### config.mk
export PLATFORM = sky130hd
export DESIGN_NAME = dcache_miss_queue
export DESIGN_NICKNAME = d
export VERILOG_FILES = /design/src/rtl/dcache_miss_queue.sv
export SDC_FILE = /design/constraint.sdc
export NUM_CORES = 2
export LEC_CHECK = 0
export BUFFER_PORTS_ARGS = -buffer_cell sky130_fd_sc_hd__buf_2
export CORE_UTILIZATION = 60
export DETAILED_ROUTE_END_ITERATION = 6
export PLACE_DENSITY = 0.77
export SLEW_MARGIN = 15
export SYNTH_ARGS = -nofsm -noshare
export SYNTH_HDL_FRONTEND = slang
export SYNTH_SLANG_ARGS = --single-unit
export TNS_END_PERCENT = 20
### constraint.sdc
create_clock -name clock -period 22 [get_ports clock]
set_clock_uncertainty 0.15 [all_clocks]
set_input_delay 4.4 -clock clock [delete_from_list [all_inputs] [get_ports clock]]
set_output_delay 4.4 -clock clock [all_outputs]
set_load 0.01 [all_outputs]
### src/rtl/dcache_miss_queue.sv
// Non-blocking dcache miss handler: an in-order miss FIFO toward Dmem plus a tag
// table that turns returning fills into cache line writes and CDB load broadcasts.
module dcache_miss_queue #(
  parameter int QUEUE_DEPTH    = 8,
  parameter int QUEUE_IDX_BITS = 3,
  parameter int MEM_TAGS       = 16
) (
  input  logic        clock,
  input  logic        reset,
  input  logic        req_valid,
  input  logic        req_is_store,
  input  logic [63:0] req_addr,
  input  logic [63:0] req_data,
  input  logic [6:0]  req_pr,
  input  logic [4:0]  req_ar,
  output logic        req_ready,
  output logic [1:0]  proc2Dmem_command,
  output logic [63:0] proc2Dmem_addr,
  output logic [63:0] proc2Dmem_data,
  input  logic [3:0]  Dmem2proc_response,
  input  logic [63:0] Dmem2proc_data,
  input  logic [3:0]  Dmem2proc_tag,
  output logic        fill_en,
  output logic [6:0]  fill_idx,
  output logic [21:0] fill_tag,
  output logic [63:0] fill_data,
  output logic        cdb_load_en,
  output logic [6:0]  cdb_pr,
  output logic [4:0]  cdb_ar,
  output logic [63:0] cdb_data,
  output logic        idle
);
  localparam logic [1:0] BUS_NONE  = 2'd0;
  localparam logic [1:0] BUS_LOAD  = 2'd1;
  localparam logic [1:0] BUS_STORE = 2'd2;
  localparam logic [QUEUE_IDX_BITS:0] FULL = (QUEUE_IDX_BITS+1)'(QUEUE_DEPTH);

  typedef struct packed {
    logic        is_store;
    logic [63:0] addr;
    logic [63:0] data;
    logic [6:0]  pr;
    logic [4:0]  ar;
  } mq_entry_t;

  typedef struct packed {
    logic        occ;
    logic [6:0]  idx;
    logic [21:0] tag;
    logic [6:0]  pr;
    logic [4:0]  ar;
  } tag_entry_t;

  mq_entry_t                 fifo [QUEUE_DEPTH];
  tag_entry_t                tbl  [MEM_TAGS];
  logic [QUEUE_IDX_BITS-1:0] head, tail;
  logic [QUEUE_IDX_BITS:0]   count;
  mq_entry_t                 hd;
  tag_entry_t                fe;
  logic                      empty, push, pop, fill_hit, rsp_busy;
  logic [MEM_TAGS-1:0]       occ_vec;

  always_comb begin
    hd       = fifo[head];
    fe       = tbl[Dmem2proc_tag];
    empty    = (count == '0);
    req_ready = (count != FULL);
    push     = req_valid && req_ready;
    fill_hit = (Dmem2proc_tag != '0) && fe.occ;
    // A tag being retired this very cycle may be handed out again immediately.
    rsp_busy = tbl[Dmem2proc_response].occ &&
               !(fill_hit && (Dmem2proc_tag == Dmem2proc_response));
    pop      = !empty && (Dmem2proc_response != '0) && (hd.is_store || !rsp_busy);
    for (int i = 0; i < MEM_TAGS; i++) occ_vec[i] = tbl[i].occ;
    idle     = empty && (occ_vec == '0);
  end

  always_comb begin
    proc2Dmem_command = BUS_NONE;
    proc2Dmem_addr    = '0;
    proc2Dmem_data    = '0;
    if (!empty) begin
      proc2Dmem_command = hd.is_store ? BUS_STORE : BUS_LOAD;
      proc2Dmem_addr    = hd.addr;
      proc2Dmem_data    = hd.data;
    end
  end

  always_comb begin
    fill_en     = fill_hit;
    cdb_load_en = fill_hit;
    fill_idx    = fill_hit ? fe.idx : '0;
    fill_tag    = fill_hit ? fe.tag : '0;
    fill_data   = fill_hit ? Dmem2proc_data : '0;
    cdb_pr      = fill_hit ? fe.pr : '0;
    cdb_ar      = fill_hit ? fe.ar : '0;
    cdb_data    = fill_hit ? Dmem2proc_data : '0;
  end

  always_ff @(posedge clock) begin
    if (push) fifo[tail] <= '{is_store: req_is_store, addr: req_addr, data: req_data,
                              pr: req_pr, ar: req_ar};
  end

  always_ff @(posedge clock) begin
    if (reset) begin
      head  <= '0;
      tail  <= '0;
      count <= '0;
      for (int i = 0; i < MEM_TAGS; i++) tbl[i].occ <= 1'b0;
    end else begin
      if (push) tail <= tail + 1'b1;
      if (pop)  head <= head + 1'b1;
      case ({push, pop})
        2'b10:   count <= count + 1'b1;
        2'b01:   count <= count - 1'b1;
        default: count <= count;
      endcase
      if (fill_hit) tbl[Dmem2proc_tag].occ <= 1'b0;
      // Placed after the clear so a same-cycle reallocation of the tag wins.
      if (pop && !hd.is_store)
        tbl[Dmem2proc_response] <= '{occ: 1'b1, idx: hd.addr[9:3], tag: hd.addr[31:10],
                                     pr: hd.pr, ar: hd.ar};
    end
  end
endmodule

==> summary.txt <==
Outcome
  – Status: finished, final reports clean

Route
  – Pre-antenna DRT Iters: 6
  – DR WL/cell: 28.23 um
  – Drt drc: 0
  – Initial drt markers: 3445
  – Antenna Violating Nets Remaining: 0
  – Vias: 32994
  – Post-Route WL: 150200 um
  – Routed vias/inst: 6.202

Synthesis
  – Top FF cell, synth: edfxtp_1
  – Most numerous cell in the Yosys netlist: edfxtp_1
  – Top post-synthesis cells by area: edfxtp_1 (76%), mux4_2 (16%), mux2i_1 (1.5%), and2_1 (1.2%), dfxtp_1 (0.83%)
  – Number of flops mapped to enable cells by yosys: 1784
  – Netlist cell types: 44
  – Syn_area_per_cell: 22.78 sq um
  – Register bit total from synthesis: 1813
  – Post-synth top area cell: edfxtp_1
  – Post-Synthesis Cells: 3078
  – Share of the synthesized area in the top cell type: 76.39%
  – Ys Warns: 0
  – Area of the mapped netlist: 70130 sq um
  – Post-synthesis sequential area ratio: 77.22%
  – Post-synth ARST share: 0%
  – Synth cell count leaders: edfxtp_1 (1784), mux4_2 (495), and2_1 (135)

Pwr
  – Pwr Density: 111.6 nW/um^2
  – Switching portion of total power: 26.67%
  – Max VDD drop: 0.08976 mV
  – Pint: 6.529 mW
  – Seq pwr share: 47.8%
  – Switch Pwr: 2.375 mW
  – Combinational group share of total power: 20.3%
  – Leakage: 26.16 nW
  – Clock Power Share: 31.9%

Finish
  – Layout area overhead: 13.79%
  – Fillers: 6938
  – Fraction of layout instances using a drive strength above 1: 36.74%
  – Nets: 3860

GRT
  – Largest net degree at the start of global routing: 124
  – Antenna violations before repair: 43
  – Total GRT Usage: 25.68%
  – First-pass GRT wire length: 217500 um
  – Number of global-route vias before repair: 33874
  – GRT overflow: 0

Critical path
  – Worst r2r path cells: 9
  – Critical Path RT: 17.45 ns
  – Crit end category: primary output
  – CP startpoint: Dmem2proc_tag[1]
  – Critical path class: in2out
  – Worst reg-to-reg setup slack: 15.26 ns
  – Crit start category: primary input
  – Worst Setup EP: fill_tag[18]
  – Crit path DAT: 7.95 ns
  – Worst Path Max Fanout: 78
  – Reg-to-Reg End: tbl[15][38]$_DFFE_PP_

STA
  – Slew @ Worst Pin: 1.160 ns
  – Final setup violation count: 0
  – Setup Total Neg Slack: 0 ns
  – Slew headroom: 22.63%
  – FMAX: 80.02 MHz
  – Hold Vio Cnt, Final: 0
  – Crit share post-route: 56.81%
  – Hold WS: 0.3613 ns
  – Final setup margin: 9.503 ns
  – Fin crit period: 12.50 ns
  – RSZ-0062 raised after global routing: false
  – Final Slew Violations: 0

Job
  – Number of max-cap violations: 0

Clocking
  – Num CTS Buffers: 171
  – Post-CTS Hold Buffers: 0
  – Htree depth: 4
  – Clk pin slew, worst setup/hold paths: 0.06 ns
  – Postcts setup bufs: 0
  – CTS Root Cell: clkbuf_16
  – Clock tree buffer depth: 3
  – Post_cts resized: 0
  – CTS Sinks: 1813
  – Clock Latency Late Sink: 0.77 ns
  – CTS tree: built

Floorplan
  – Die ar.: 118300 sq um
  – Die span in x: 343.9 um
  – Die height: 343.9 um
  – Number of core rows: 125
  – Core Region: 116000 sq um
  – IO Pins: 519
  – Initial cell density of the core: 60.43%

Placement
  – IO buf count: 518
  – Dpl ws: 9.539 ns
  – Post-DP HPWL: 79380 um
  – Final Wtd Congestion: 0.7996

Hold path
  – HP Class: reg2reg
  – Worst hold start: head[2]$_SDFFE_PP0P_
==> per-stage QoR <==
step	area [sq um]	std cells	util (%)	power (mW)
floorplan	70280	3118	-	5.520
global placement	74340	4991	64.06	6.099
detailed placement	74340	4991	64.06	6.135
CTS	79750	5302	68.72	8.964
global route	79780	5311	68.74	9.216
finish	79800	5320	68.76	8.904
==> routing by layer <==
metal	vias up	part of all wire (%)	GRT usage [%]
met5	-	0.22	0
met4	50	2.4	8.131
met3	279	9.7	7.554
met2	1496	49	41.46
met1	17265	38	34.14
li1	13904	-	-
==> critical path, cell delays in order <==
cell and delay, ns:
buf_6 0.31, buf_4 0.93, buf_4 0.86, mux4_2 0.44, mux4_2 0.47, and2_1 0.24
buf_2 0.17
==> cell type report <==
type                       instances  area, sq um  share of cell area (%)
sequential                      1813        54160                   67.87
tap                             1524         1907                   2.390
antenna                           18        45.04                 0.05645
clock buffer                     214         4482                   5.616
timing repair buffer             579         3119                   3.909
inverter                           9        33.78                 0.04233
clock inverter                    97        935.9                   1.173
multi-input combinational       1066        15110                   18.94
==> cell usage in the layout, fill, tap and decap left out, types with 15 or more instances in the layout <==
master / netlist / layout
mux4_2: 495 / 495
conb_1: 1 / 41
clkinv_1: 0 / 33
clkbuf_16: 0 / 172
dfxtp_1: 29 / 26
clkinv_2: 0 / 35
o21ai_0: 15 / 15
and2_1: 135 / 135
clkbuf_1: 90 / 40
mux2i_1: 104 / 104
edfxtp_1: 1784 / 1784
nor2_4: 0 / 15
diode_2: 0 / 18
nor2_1: 131 / 116
mux2_2: 43 / 43
buf_2: 19 / 515
buf_4: 66 / 58
==> flip-flops by register name, indices dropped and copies added, names as in the netlist, named ones only <==
name,cells
tbl,672
count,4
tail,3
fifo,1128
head,3
==> cell families (layout without fill, tap and decap cells) <==
kind of cell / Yosys count / count (layout) / synth area share (%)
buffers and inverters: 239 / 899 / 1.677
multiplexers: 644 / 644 / 18.11
XOR/XNOR: 10 / 10 / 0.1249
AND/OR/NAND/NOR: 332 / 332 / 2.459
flip-flops: 1813 / 1813 / 77.22
other: 1 / 59 / 0.005347
adder cells (fa/ha/maj): 4 / 4 / 0.07137
AO/OA/AOI/OAI: 35 / 35 / 0.3337
==> power by group through the flow <==
stage | registers, mW | logic [mW] | clock network [mW]
floorplan | 4.33 | 1.19 | 0
global placement | 4.32 | 1.78 | 0
detailed placement | 4.33 | 1.80 | 0
CTS | 4.26 | 1.82 | 2.88
global route | 4.27 | 1.94 | 3.00
finish | 4.26 | 1.81 | 2.84
==> worst min path at each step <==
stage / end / cells past startpoint
2_1_floorplan: tbl[0][41]$_SDFFE_PP1P_ / 1
3_3_place_gp: head[2]$_SDFFE_PP0P_ / 2
3_5_place_dp: flip-flop / 2
4_1_cts: flip-flop / 2
5_1_grt: tbl[0][41]$_SDFFE_PP1P_ / 1
6_report: head[2]$_SDFFE_PP0P_ / 2
Power figures use the tool's default switching activity.
